[config.mk]
export PLATFORM = sky130hd
export DESIGN_NAME = bus_ctrl
export DESIGN_NICKNAME = d
export VERILOG_FILES = /design/src/rtl/bus_ctrl_pkg.sv /design/src/rtl/onehot_dec.sv /design/src/rtl/bus_ctrl.sv
export SDC_FILE = /design/constraint.sdc
export NUM_CORES = 1
export LEC_CHECK = 0
export CAP_MARGIN = 20
export CORE_ASPECT_RATIO = 0.7
export CORE_MARGIN = 3
export CORE_UTILIZATION = 55
export DETAILED_ROUTE_END_ITERATION = 10
export DONT_BUFFER_PORTS = 1
export PLACE_DENSITY = 0.76
export SYNTH_ARGS = -nofsm -noshare
export SYNTH_HDL_FRONTEND = slang
export SYNTH_SLANG_ARGS = --single-unit
[constraint.sdc]
create_clock -name clk -period 2.8 [get_ports clk]
set_clock_uncertainty 0.1 [all_clocks]
set_input_delay 0.42 -clock clk [delete_from_list [all_inputs] [get_ports clk]]
set_output_delay 0.42 -clock clk [all_outputs]
set_load 0.05 [all_outputs]
[src/rtl/bus_ctrl_pkg.sv]
// Shared definitions for the bus transfer controller: default sizes,
// operation encodings and the controller state enumeration.
package bus_ctrl_pkg;

  localparam int DEF_DW   = 16;
  localparam int DEF_NREG = 8;

  localparam logic [1:0] OP_MOV  = 2'b00;
  localparam logic [1:0] OP_INC  = 2'b01;
  localparam logic [1:0] OP_READ = 2'b10;
  localparam logic [1:0] OP_RSV  = 2'b11;

  typedef enum logic [2:0] {
    IDLE,
    DRIVE,
    LATCH,
    INCR,
    TURN
  } state_e;

endpackage

[src/rtl/onehot_dec.sv]
// Index-to-one-hot decoder with an enable; an all-zero output when disabled.
module onehot_dec #(
  parameter int NREG = 8,
  parameter int SW   = 3
) (
  input  logic [SW-1:0]   idx_i,
  input  logic            en_i,
  output logic [NREG-1:0] onehot_o
);

  always_comb begin
    onehot_o = '0;
    if (en_i) onehot_o[idx_i] = 1'b1;
  end

endmodule

[src/rtl/bus_ctrl.sv]
// Shared-bus transfer controller sequencing register-to-register moves, reads
// and increments; every output is registered from the next-state decode.
module bus_ctrl
  import bus_ctrl_pkg::*;
#(
  parameter  int DW   = DEF_DW,
  parameter  int NREG = DEF_NREG,
  localparam int SW   = $clog2(NREG)
) (
  input  logic            clk,
  input  logic            RST,
  input  logic            REQ,
  input  logic [1:0]      OP,
  input  logic [SW-1:0]   SRC,
  input  logic [SW-1:0]   DST,
  input  logic [DW-1:0]   BIN,
  output logic [NREG-1:0] LDBUS,
  output logic [NREG-1:0] WR,
  output logic [NREG-1:0] INC,
  output logic            BUSY,
  output logic            DONE,
  output logic            ERR,
  output logic [DW-1:0]   CAP
);

  state_e          state_q, state_d;
  logic [SW-1:0]   src_q, src_d;
  logic [SW-1:0]   dst_q, dst_d;
  logic [1:0]      op_q, op_d;
  logic            err_d;
  logic [NREG-1:0] ldbus_d, wr_d, inc_d;
  logic [NREG-1:0] ldbus_q, wr_q, inc_q;
  logic            busy_q, done_q, err_q;
  logic [DW-1:0]   cap_q;

  always_comb begin
    state_d = state_q;
    src_d   = src_q;
    dst_d   = dst_q;
    op_d    = op_q;
    err_d   = 1'b0;
    case (state_q)
      IDLE: begin
        if (REQ) begin
          case (OP)
            OP_MOV: begin
              if (SRC != DST) begin
                src_d   = SRC;
                dst_d   = DST;
                op_d    = OP;
                state_d = DRIVE;
              end else begin
                err_d = 1'b1;
              end
            end
            OP_READ: begin
              src_d   = SRC;
              op_d    = OP;
              state_d = DRIVE;
            end
            OP_INC: begin
              dst_d   = DST;
              op_d    = OP;
              state_d = INCR;
            end
            OP_RSV: err_d = 1'b1;
          endcase
        end
      end
      DRIVE:   state_d = LATCH;
      LATCH:   state_d = TURN;
      INCR:    state_d = TURN;
      TURN:    state_d = IDLE;
      default: state_d = IDLE;
    endcase
  end

  // Strobes are decoded from the upcoming state so they line up with it once registered.
  onehot_dec #(.NREG(NREG), .SW(SW)) u_ld_dec (
    .idx_i    (src_d),
    .en_i     ((state_d == DRIVE) || (state_d == LATCH)),
    .onehot_o (ldbus_d)
  );

  onehot_dec #(.NREG(NREG), .SW(SW)) u_wr_dec (
    .idx_i    (dst_d),
    .en_i     ((state_d == LATCH) && (op_d == OP_MOV)),
    .onehot_o (wr_d)
  );

  onehot_dec #(.NREG(NREG), .SW(SW)) u_inc_dec (
    .idx_i    (dst_d),
    .en_i     (state_d == INCR),
    .onehot_o (inc_d)
  );

  always_ff @(posedge clk) begin
    if (RST) begin
      state_q <= IDLE;
      src_q   <= '0;
      dst_q   <= '0;
      op_q    <= OP_MOV;
      ldbus_q <= '0;
      wr_q    <= '0;
      inc_q   <= '0;
      busy_q  <= 1'b0;
      done_q  <= 1'b0;
      err_q   <= 1'b0;
      cap_q   <= '0;
    end else begin
      state_q <= state_d;
      src_q   <= src_d;
      dst_q   <= dst_d;
      op_q    <= op_d;
      ldbus_q <= ldbus_d;
      wr_q    <= wr_d;
      inc_q   <= inc_d;
      busy_q  <= (state_d != IDLE);
      done_q  <= (state_d == TURN);
      err_q   <= err_d;
      // The bus has settled for a full cycle by the end of LATCH.
      if (state_q == LATCH) cap_q <= BIN;
    end
  end

  assign LDBUS = ldbus_q;
  assign WR    = wr_q;
  assign INC   = inc_q;
  assign BUSY  = busy_q;
  assign DONE  = done_q;
  assign ERR   = err_q;
  assign CAP   = cap_q;

endmodule

==> results of run 1 <==
==> area by class of cell <==
type                    instances  share of cell area
flip-flops and latches         54               0.463
clock inverters                 2              0.0161
well taps                      50              0.0268
clock buffers                   6              0.0310
repair buffers                  4              0.0128
multi-input cells             163               0.444
inverters                       4             0.00642
==> synth_stat cells (2+ instances only) <==
cell type / n
sky130_fd_sc_hd__a22oi_1: 2
sky130_fd_sc_hd__a32o_1: 3
sky130_fd_sc_hd__inv_1: 4
sky130_fd_sc_hd__a311oi_4: 2
sky130_fd_sc_hd__clkbuf_1: 6
sky130_fd_sc_hd__xor2_1: 3
sky130_fd_sc_hd__a31oi_1: 2
sky130_fd_sc_hd__nor4b_1: 3
sky130_fd_sc_hd__o21ai_0: 2
sky130_fd_sc_hd__o21ai_1: 4
sky130_fd_sc_hd__xnor2_1: 3
sky130_fd_sc_hd__or2_2: 2
sky130_fd_sc_hd__nor2_2: 3
sky130_fd_sc_hd__ha_1: 4
sky130_fd_sc_hd__a32o_2: 2
sky130_fd_sc_hd__nor3_1: 6
sky130_fd_sc_hd__and3_1: 5
sky130_fd_sc_hd__nand3_1: 4
sky130_fd_sc_hd__dfxtp_1: 54
sky130_fd_sc_hd__nor2_1: 20
sky130_fd_sc_hd__mux2i_1: 2
sky130_fd_sc_hd__nand2_1: 37
sky130_fd_sc_hd__nor4_1: 13
sky130_fd_sc_hd__a21oi_1: 20
sky130_fd_sc_hd__o211ai_1: 3
==> flip-flops by register name, summed over array words and instances, names as in the netlist <==
register and flops:
WR 8, src_q 3, CAP 16, LDBUS 8, op_q 2, INC 8
dst_q 3, DONE 1, BUSY 1, state_q 3, ERR 1
==> per-stage QoR <==
step,instances,setup slack (ns),total power [W]
final,283,0.546,0.00153
after global routing,283,0.414,0.00159
after CTS,283,0.585,0.00154
after detailed placement,275,0.524,0.00104
after global placement,275,0.516,0.00104
after floorplan,230,0.650,0.00101
==> worst paths after layout <==
check	slack, ns	start	depth (start not counted)	end
worst max-delay path	0.55	state_q[0]$_SDFF_PP0_	6	INC[0]$_SDFF_PP0_
worst min register to register	0.41	op_q[1]$_SDFF_PP0_	2	op_q[1]$_SDFF_PP0_
worst max register to register	0.55	state_q[0]$_SDFF_PP0_	6	INC[0]$_SDFF_PP0_
worst min-delay path	0.08	RST	1	CAP[3]$_SDFFE_PP0N_
==> per-layer routing <==
layer,GRT usage,up-vias
met1,0.265,777
met2,0.299,71
met5,0,-
met4,0.0651,0
met3,0.0826,4
li1,-,827
==> where the power goes <==
part / switching (W) / internal, W
logic: 0.000107 / 0.0000633
clock network: 0.000233 / 0.000267
registers: 0.0000645 / 0.000790
==> kinds of logic (layout without fill, tap and decap cells) <==
logic type,count (synthesis),count (layout),share of synthesized area
AOI/OAI and AO/OA,49,49,0.176
xor gates and xnor gates,6,6,0.0241
adders and majority gates,4,4,0.0230
buffers and inverters,13,16,0.0275
DFF,54,54,0.496
muxes,2,2,0.00919
and+or+nand+nor,102,102,0.245
==> worst max-delay path, stage by stage, from the launching register on <==
cell,delay (ns)
sky130_fd_sc_hd__dfxtp_1,0.39
sky130_fd_sc_hd__nor4b_4,0.30
sky130_fd_sc_hd__buf_4,0.27
sky130_fd_sc_hd__nor2b_1,0.27
sky130_fd_sc_hd__o21ai_1,0.27
sky130_fd_sc_hd__nor4b_2,0.40
sky130_fd_sc_hd__and3_1,0.21
==> impl_summary.log, run 1 <==
[metrics] result of the run: completed
[metrics] Final nets: 263
[metrics] area taken by multi-input logic gates: 1040 um2
[metrics] Cell Area, Synth: 2180 um2
[metrics] commonest cells after routing, fill and taps aside: sky130_fd_sc_hd__dfxtp_1 (54), sky130_fd_sc_hd__nand2_1 (37), sky130_fd_sc_hd__nor2_1 (20), sky130_fd_sc_hd__a21oi_1 (20), sky130_fd_sc_hd__nor4_1 (13)
[metrics] wire length of the first global-routing pass: 7320 um
[metrics] Die Y: 58.7 um
[metrics] max-slew headroom at the worst pin: 0.600
[metrics] Hold Path Class: in2reg
[metrics] async set-or-reset flop fraction in the synthesized netlist: 0
[metrics] CTS sink count: 54
[metrics] uppermost signal routing layer after detailed routing: met4
[metrics] Max rail drop VDD: 498 uV
[metrics] number of buffers added by the clock tree synthesis step: 5
[metrics] aggregate negative setup slack: 0 ns
[metrics] number of different library cells in the post-synthesis netlist: 46
[metrics] Worst EP arrival: 2.40 ns
[metrics] met1 WL: 2210 um
[metrics] Worst Path Required: 2.94 ns
[metrics] top-area cell type share of the netlist area: 0.496
[metrics] Setup crit start kind: flop
[metrics] largest area contributor in the netlist: sky130_fd_sc_hd__dfxtp_1
[metrics] actual slew at the worst max-slew pin: 0.599 ns
[metrics] largest buffer count on any clock path: 2
[metrics] number of optimization iterations in the first detailed-route pass: 4
[metrics] gp weighted congestion: 0.871
[metrics] number of synthesized register bits: 54
[metrics] Post-CTS Setup Inserts: 0
[metrics] most frequent standard cell in the layout excluding fill and tap cells: sky130_fd_sc_hd__dfxtp_1
[metrics] antenna violation net count after detailed routing: 0
[metrics] number of buffer cells added on primary ports: 0
[metrics] met2 WL: 1960 um
[metrics] max-slew violation count: 0
[metrics] sum of routed wire length over all layers: 4710 um
[metrics] fill count: 317
[metrics] cells resized by post-CTS repair: 0
[metrics] sequential cell area in the final layout: 1080 um2
[metrics] insertion delay of the later-clocked pin in the worst-skew pair: 0.30 ns
[metrics] PD cells: 653 nW/um2
[metrics] number of hold-slack violations in the final timing report: 0
[metrics] pin count of the biggest net entering global routing: 37
[metrics] number of buffers inserted by hold repair at cts: 0
[metrics] worst-path maximum fanout: 19
[metrics] grt ovf: 0
[metrics] final setup violation count: 0
[metrics] most instantiated flip-flop cell in the synthesis netlist: sky130_fd_sc_hd__dfxtp_1
[metrics] antenna violations before repair: 0
[metrics] routed wire length on met3: 499 um
[metrics] detail-routed via count per cell: 5.93
[metrics] max-cap violation count: 0
[metrics] clock root buffer master: sky130_fd_sc_hd__clkbuf_8
[metrics] setup repair after global routing missed its margin: false
[metrics] yosys warns: 0
[metrics] final-layout worst hold slack: 0.0814 ns
[metrics] via count of the first global-routing pass: 1529
[metrics] share of the clock period used by the worst path after layout: 0.805
[metrics] post-synthesis to final-layout area growth: 7.23%
[metrics] detailed router's first-iteration violation count: 100
[metrics] DP Area: 2230 um2
[metrics] HPWL after DPL: 3420 um
[metrics] Syn Inst Count: 230
[metrics] global-route usage over all layers: 0.201
[metrics] Core Rows: 18
[metrics] TritonCTS clock tree: built
[metrics] Post-Syn Nets: 261
[metrics] num ports: 70
[metrics] vias after detailed routing: 1679
[metrics] fin util: 0.637
[metrics] Initial Util: 0.594
[metrics] Pleak: 0.853 nW
[metrics] final cell area excluding filler cells: 2340 um2
[metrics] routed len/inst: 16.7 um
[metrics] clock period minus final worst setup slack: 2.25 ns
[metrics] Worst Setup End Kind: flop
[metrics] Die Area: 4770 um2
[metrics] ranking of synthesized cells by area: sky130_fd_sc_hd__dfxtp_1 (50%), sky130_fd_sc_hd__nand2_1 (6.4%), sky130_fd_sc_hd__a21oi_1 (4.6%), sky130_fd_sc_hd__nor4_1 (3.7%), sky130_fd_sc_hd__nor2_1 (3.4%)
[metrics] Remaining DRCs: 0
[metrics] clock slew at the register clock pins of the worst setup and hold paths: 0.09 ns
[metrics] die width: 81.2 um
[metrics] number of synthesized flops with an enable pin: 0
[metrics] upper clock frequency limit: 444 MHz
[metrics] number of antenna repair diodes: 0
[metrics] number of H-tree levels: 2
[metrics] post-synthesis average cell area: 9.48 um2
[metrics] layout cells sized above 1: 0.116
[metrics] sequential fraction of the synthesis area: 0.496
[metrics] critical path class: reg2reg
[metrics] Placeable Area: 3670 um2
(Power assumes the default switching activity.)
==> run 2: changes to the inputs <==
Clock period 2.8 ns to 2.1 ns, I/O delays scaled along.
==> run 2 against run 1 <==
Effect of this change:
- first-iteration DRC count is 52% higher
- clock power is 26% higher
- register-to-register slack worse by 0.45 ns
- largest power group unchanged
- combinational power is 73% higher
- power is 35% higher
- fmax is 12% higher
- count of clock-buffer cells in the layout stayed put
- sequential power is 33% higher
- highest routed layer unchanged
- routed wire length is 6.0% higher
==> impl_summary.log, run 2 (same netlist as run 1, synthesis figures left out) <==
[metrics] result of the run: completed
[metrics] number of H-tree levels: 2 (unchanged)
[metrics] detail-routed via count per cell: 5.73 (-3.3%)
[metrics] vias after detailed routing: 1726 (+2.8%)
[metrics] max-slew headroom at the worst pin: 0.645 (+0.0459)
[metrics] actual slew at the worst max-slew pin: 0.531 ns (-0.0676 ns)
[metrics] source of the worst hold timing path: BIN[14]
[metrics] pin count of the biggest net entering global routing: 35 (-5.4%)
[metrics] Worst EP arrival: 2.17 ns (-0.23 ns)
[metrics] PD cells: 810 nW/um2 (+24%)
[metrics] Switch Pwr: 0.000614 W (+52%)
[metrics] Remaining DRCs: 0 (unchanged)
[metrics] sum of routed wire length over all layers: 5000 um (+6.0%)
[metrics] Placeable Area: 3670 um2 (unchanged)
[metrics] final cell area excluding filler cells: 2550 um2 (+9.0%)
[metrics] num ports: 70 (unchanged)
[metrics] Final nets: 281 (+6.8%)
[metrics] Pleak: 0.958 nW (+12%)
[metrics] total power of the final layout: 0.00206 W (+35%)
[metrics] power share of the clock group: 0.305 (-0.023)
[metrics] share of the clock period used by the worst path after layout: 0.956 (+0.151)
[metrics] detailed router's first-iteration violation count: 152 (+52%)
[metrics] number of optimization iterations in the first detailed-route pass: 4 (unchanged)
[metrics] Hold Path Class: in2reg
[metrics] HPWL after DPL: 3560 um (+4.2%)
[metrics] number of hold-slack violations in the final timing report: 0 (unchanged)
[metrics] Die Area: 4770 um2 (unchanged)
[metrics] final setup violation count: 0 (unchanged)
[metrics] Worst Setup End Kind: flop
[metrics] insertion delay of the later-clocked pin in the worst-skew pair: 0.31 ns (about the same)
[metrics] TritonCTS clock tree: built
[metrics] via count of the first global-routing pass: 1500 (-1.9%)
[metrics] die width: 81.2 um (unchanged)
[metrics] layout cells sized above 1: 0.231 (+0.115)
[metrics] register share of total power: 0.552 (-0.008)
[metrics] fill count: 296 (-6.6%)
[metrics] CTS sink count: 54 (unchanged)
[metrics] max-slew violation count: 0 (unchanged)
[metrics] number of buffers added by the clock tree synthesis step: 5 (unchanged)
[metrics] Crit. Startpoint: state_q[1]$_SDFF_PP0_
[metrics] reg2reg start: state_q[1]$_SDFF_PP0_
[metrics] clock root buffer master: sky130_fd_sc_hd__clkbuf_8
[metrics] worst-path maximum fanout: 8 (-11)
[metrics] flip-flop count of the largest register, all copies and words added: 16 (unchanged)
[metrics] crit path setup slack, layout: 0.0929 ns (-0.453 ns)
[metrics] clock slew at the register clock pins of the worst setup and hold paths: 0.10 ns (about the same)
[metrics] max-cap violation count: 0 (unchanged)
[metrics] global-route usage over all layers: 0.213 (+0.0121)
[metrics] gp weighted congestion: 0.877 (+0.68%)
[metrics] most frequent standard cell in the layout excluding fill and tap cells: sky130_fd_sc_hd__dfxtp_1
[metrics] antenna violations before repair: 0 (unchanged)
[metrics] routed len/inst: 16.6 um (-0.31%)
[metrics] Switching Share: 0.298 (+0.0320)
[metrics] commonest cells after routing, fill and taps aside: sky130_fd_sc_hd__dfxtp_1 (54), sky130_fd_sc_hd__nand2_1 (37), sky130_fd_sc_hd__buf_4 (21)
[metrics] Core Rows: 18 (unchanged)
[metrics] DP Area: 2320 um2 (+4.4%)
[metrics] upper clock frequency limit: 498 MHz (+12%)
[metrics] number of buffer cells added on primary ports: 0 (unchanged)
[metrics] internal portion of total power: 0.00145 W (+29%)
[metrics] Gate power share: 0.143 (+0.031)
[metrics] Worst Path Required: 2.26 ns (-0.68 ns)
[metrics] clock period minus final worst setup slack: 2.01 ns (-0.247 ns)
[metrics] largest buffer count on any clock path: 2 (unchanged)
[metrics] number of antenna repair diodes: 0 (unchanged)
[metrics] antenna violation net count after detailed routing: 0 (unchanged)
[metrics] post-synthesis to final-layout area growth: 16.9%
[metrics] grt ovf: 0 (unchanged)
[metrics] critical path class: reg2reg
[metrics] setup repair after global routing missed its margin: false
[metrics] wire length of the first global-routing pass: 7620 um (+4.1%)
[metrics] Max rail drop VDD: 447 uV (-10%)
[metrics] pre-CTS setup slack: -0.0421 ns (-0.566 ns)
[metrics] Initial Util: 0.594 (unchanged)
[metrics] Die Y: 58.7 um (unchanged)
[metrics] Setup crit start kind: flop
==> run 2: path summary, 6_finish.rpt <==
kind,endpoint,slack (ns),cells past startpoint
setup / recovery,INC[4]$_SDFF_PP0_,0.09,7
hold / removal,CAP[14]$_SDFFE_PP0N_,0.02,2
setup reg to reg,INC[4]$_SDFF_PP0_,0.09,7
hold reg to reg,op_q[0]$_SDFF_PP0_,0.41,2
==> run 2: routing by layer <==
layer | part of all wire | global-route usage
met4 | 0.0036 | 0.0578
met1 | 0.49 | 0.313
met2 | 0.40 | 0.278
met3 | 0.11 | 0.0963
met5 | 0 | 0
==> run 2: cell type report <==
| class | count | area (um2) | area share |
|---|---|---|---|
| clock inverters | 2 | 17.5 | 0.00688 |
| inverters | 4 | 15.0 | 0.00589 |
| flip-flops and latches | 54 | 1080 | 0.424 |
| well taps | 50 | 62.6 | 0.0246 |
| clock buffers | 6 | 82.6 | 0.0324 |
| multi-input cells | 163 | 1110 | 0.436 |
| repair buffers | 22 | 178 | 0.0697 |
==> run 2: metrics by stage <==
step           hold slack (ns)  utilization  std cells  setup TNS (ns)
6_report                0.0240        0.694        301               0
5_1_grt                0.00665        0.694        301               0
4_1_cts                 0.0186        0.666        297               0
3_5_place_dp             0.289        0.633        288         -0.0440
3_3_place_gp             0.287        0.633        288               0
2_1_floorplan            0.351            -        230               0
==> run 2: timing repair <==
action                                 4_1_cts  5_1_grt
resized for setup                            0       14
setup endpoints to repair                    0       18
endpoints found under the hold margin       34        0
setup buffers                                0        4
hold buffers                                 1        0
==> run 2: critical path, stage by stage (launching register included) <==
cell and delay (ns):
sky130_fd_sc_hd__dfxtp_1 0.37, sky130_fd_sc_hd__nor4b_4 0.34, sky130_fd_sc_hd__buf_4 0.17, sky130_fd_sc_hd__o21ai_2 0.06
sky130_fd_sc_hd__a32o_1 0.26, sky130_fd_sc_hd__a311oi_4 0.28, sky130_fd_sc_hd__buf_4 0.22, sky130_fd_sc_hd__and3_1 0.16
==> run 2: power by group through the flow <==
stage	logic, W	clock network (W)	registers (W)
after global routing	0.000324	0.000684	0.00114
after CTS	0.000260	0.000626	0.00114
after global placement	0.000242	0	0.00116
final	0.000295	0.000629	0.00114
after floorplan	0.000190	0	0.00116
after detailed placement	0.000246	0	0.00116
==> run 3: changes to the inputs <==
Settings changed: GPL_TIMING_DRIVEN set to 0.
==> run 3 against run 2 <==
Effect of this change:
- sequential share of layout area increased by 1.8 points
- utilization is 2.8 points lower
- combinational power decreased by 7.5%
- highest routed layer unchanged
==> impl_summary.log, run 3 (same netlist as run 1, synthesis figures left out) <==
[metrics] result of the run: completed
[metrics] number of buffers added by the clock tree synthesis step: 5 (unchanged)
[metrics] global-route usage over all layers: 0.205 (-0.00741)
[metrics] max-slew violation count: 0 (unchanged)
[metrics] actual slew at the worst max-slew pin: 0.527 ns (-0.00370 ns)
[metrics] clock period minus final worst setup slack: 1.98 ns (-0.0247 ns)
[metrics] antenna violation net count after detailed routing: 0 (unchanged)
[metrics] HPWL after DPL: 3440 um (-3.5%)
[metrics] die width: 81.2 um (unchanged)
[metrics] number of buffer cells added on primary ports: 0 (unchanged)
[metrics] largest buffer count on any clock path: 2 (unchanged)
[metrics] wire length of the first global-routing pass: 7510 um (-1.4%)
[metrics] gp weighted congestion: 0.821 (-6.4%)
[metrics] worst-path maximum fanout: 9 (+1)
[metrics] Worst Path Required: 2.24 ns (-0.02 ns)
[metrics] flip-flop count of the largest register, all copies and words added: 16 (unchanged)
[metrics] number of antenna repair diodes: 0 (unchanged)
[metrics] num ports: 70 (unchanged)
[metrics] Die Y: 58.7 um (unchanged)
[metrics] CP max stage cell: sky130_fd_sc_hd__a311oi_4
[metrics] routed len/inst: 16.8 um (+1.3%)
[metrics] commonest cells after routing, fill and taps aside: sky130_fd_sc_hd__dfxtp_1 (54), sky130_fd_sc_hd__nand2_1 (37), sky130_fd_sc_hd__nor2_1 (20), sky130_fd_sc_hd__a21oi_1 (20), sky130_fd_sc_hd__nor4_1 (11)
[metrics] Worst Setup End Kind: flop
[metrics] Core Rows: 18 (unchanged)
[metrics] sum of routed wire length over all layers: 4930 um (-1.4%)
[metrics] layout cells sized above 1: 0.152 (-0.0788)
[metrics] number of hold-slack violations in the final timing report: 0 (unchanged)
[metrics] Final nets: 274 (-2.5%)
[metrics] post-synthesis to final-layout area growth: 12.2%
[metrics] Die Area: 4770 um2 (unchanged)
[metrics] TritonCTS clock tree: built
[metrics] insertion delay of the later-clocked pin in the worst-skew pair: 0.30 ns (about the same)
[metrics] upper clock frequency limit: 504 MHz (+1.2%)
[metrics] detailed router's first-iteration violation count: 77 (-49%)
[metrics] number of buffers inserted by hold repair at cts: 0 (-1)
[metrics] max-slew headroom at the worst pin: 0.648 (+0.00247)
[metrics] Pleak: 0.890 nW (-7.0%)
[metrics] via count of the first global-routing pass: 1581 (+5.4%)
[metrics] aggregate negative setup slack: 0 ns (unchanged)
[metrics] pin count of the biggest net entering global routing: 17 (-51%)
[metrics] CTS sink count: 54 (unchanged)
[metrics] Remaining DRCs: 0 (unchanged)
[metrics] clock root buffer master: sky130_fd_sc_hd__clkbuf_8
[metrics] number of optimization iterations in the first detailed-route pass: 4 (unchanged)
[metrics] cells traversed along the worst timing path: nor4b_4 -> buf_4 -> o21ai_2 -> a32o_2 -> a311oi_4 -> and3_1
[metrics] number of H-tree levels: 2 (unchanged)
[metrics] Placeable Area: 3670 um2 (unchanged)
[metrics] vias after detailed routing: 1755 (+1.7%)
[metrics] Critical Path Max Stage Delay: 0.43 ns (+0.06 ns)
[metrics] Setup crit start kind: flop
[metrics] number of placed instances with taps included: 280 (-2.8%)
[metrics] final setup violation count: 0 (unchanged)
[metrics] Max rail drop VDD: 661 uV (+48%)
[metrics] detail-routed via count per cell: 5.99 (+4.5%)
[metrics] PD cells: 852 nW/um2 (+5.2%)
[metrics] grt ovf: 0 (unchanged)
[metrics] most frequent standard cell in the layout excluding fill and tap cells: sky130_fd_sc_hd__dfxtp_1
[metrics] number of non-filler instances in the completed layout: 293 (-2.7%)
[metrics] antenna violations before repair: 0 (unchanged)
[metrics] clock slew at the register clock pins of the worst setup and hold paths: 0.09 ns (about the same)
[metrics] Initial Util: 0.594 (unchanged)
[metrics] Worst EP arrival: 2.13 ns (-0.04 ns)
[metrics] max-cap violation count: 0 (unchanged)
[metrics] share of the clock period used by the worst path after layout: 0.944 (-0.0118)
[metrics] critical path class: reg2reg
[metrics] Hold Path Class: in2reg
-- run 3: cell types whose count changed in the layout (fill, tap and decap cells not counted), sizes merged --
cell	delta
clkinv	-1
clkbuf	+7
bufinv	+1
buf	-15
-- run 3: critical path: cells and delay by family (launching register included) --
family	cells	cell delay (ns)
flops	1	0.35
compound gates	3	0.76
buf+inv	1	0.19
simple gates	2	0.52
-- run 3: power breakdown --
group	internal [W]	switching (W)	total [W]
Clock	0.000351	0.000322	0.000673
Sequential	0.00105	0.0000857	0.00114
Combinational	0.000102	0.000171	0.000273
Total	0.00151	0.000578	0.00208
-- run 3: path summary, 6_finish.rpt --
path / startpoint / endpoint / slack (ns) / cells past startpoint
max: state_q[2]$_SDFF_PP0_ / INC[1]$_SDFF_PP0_ / 0.12 / 6
min: BIN[4] / CAP[4]$_SDFFE_PP0N_ / 0.04 / 2
max reg2reg: state_q[2]$_SDFF_PP0_ / INC[1]$_SDFF_PP0_ / 0.12 / 6
min reg2reg: op_q[0]$_SDFF_PP0_ / op_q[0]$_SDFF_PP0_ / 0.42 / 2
-- run 3: what timing repair did --
item / 4_1_cts / 5_1_grt
setup buffers: 2 / 4
pin swaps: 1 / 3
gates cloned: 0 / 0
setup endpoints to repair: 25 / 20
gates resized for setup: 0 / 9
-- run 3: cell type report --
type	count	area [um2]
buffer	9	47.5
clock buffer	5	68.8
clock inverter	2	38.8
fill	319	1220
inverter	4	15.0
multi-input combinational	163	1090
sequential	54	1080
tap	50	62.6
timing repair buffer	6	45.0
-- run 3: per-layer routing --
layer,share of wire,vias to the layer above,track usage
li1,-,853,-
met1,0.47,834,0.290
met2,0.42,63,0.296
met3,0.10,5,0.0749
met4,0.0083,0,0.0578
met5,0,-,0
-- run 3: metrics by stage --
step / power, W / hold slack (ns) / instance area [um2] / util / setup slack (ns)
finish: 0.00208 / 0.0393 / 2450 / 0.666 / 0.118
CTS: 0.00206 / 0.0362 / 2360 / 0.644 / 0.0160
global placement: 0.00139 / 0.351 / 2240 / 0.611 / -0.305
global route: 0.00217 / 0.0247 / 2450 / 0.666 / -0.00604
detailed placement: 0.00140 / 0.361 / 2240 / 0.611 / -0.277
floorplan: 0.00135 / 0.351 / 2180 / - / 0.0552
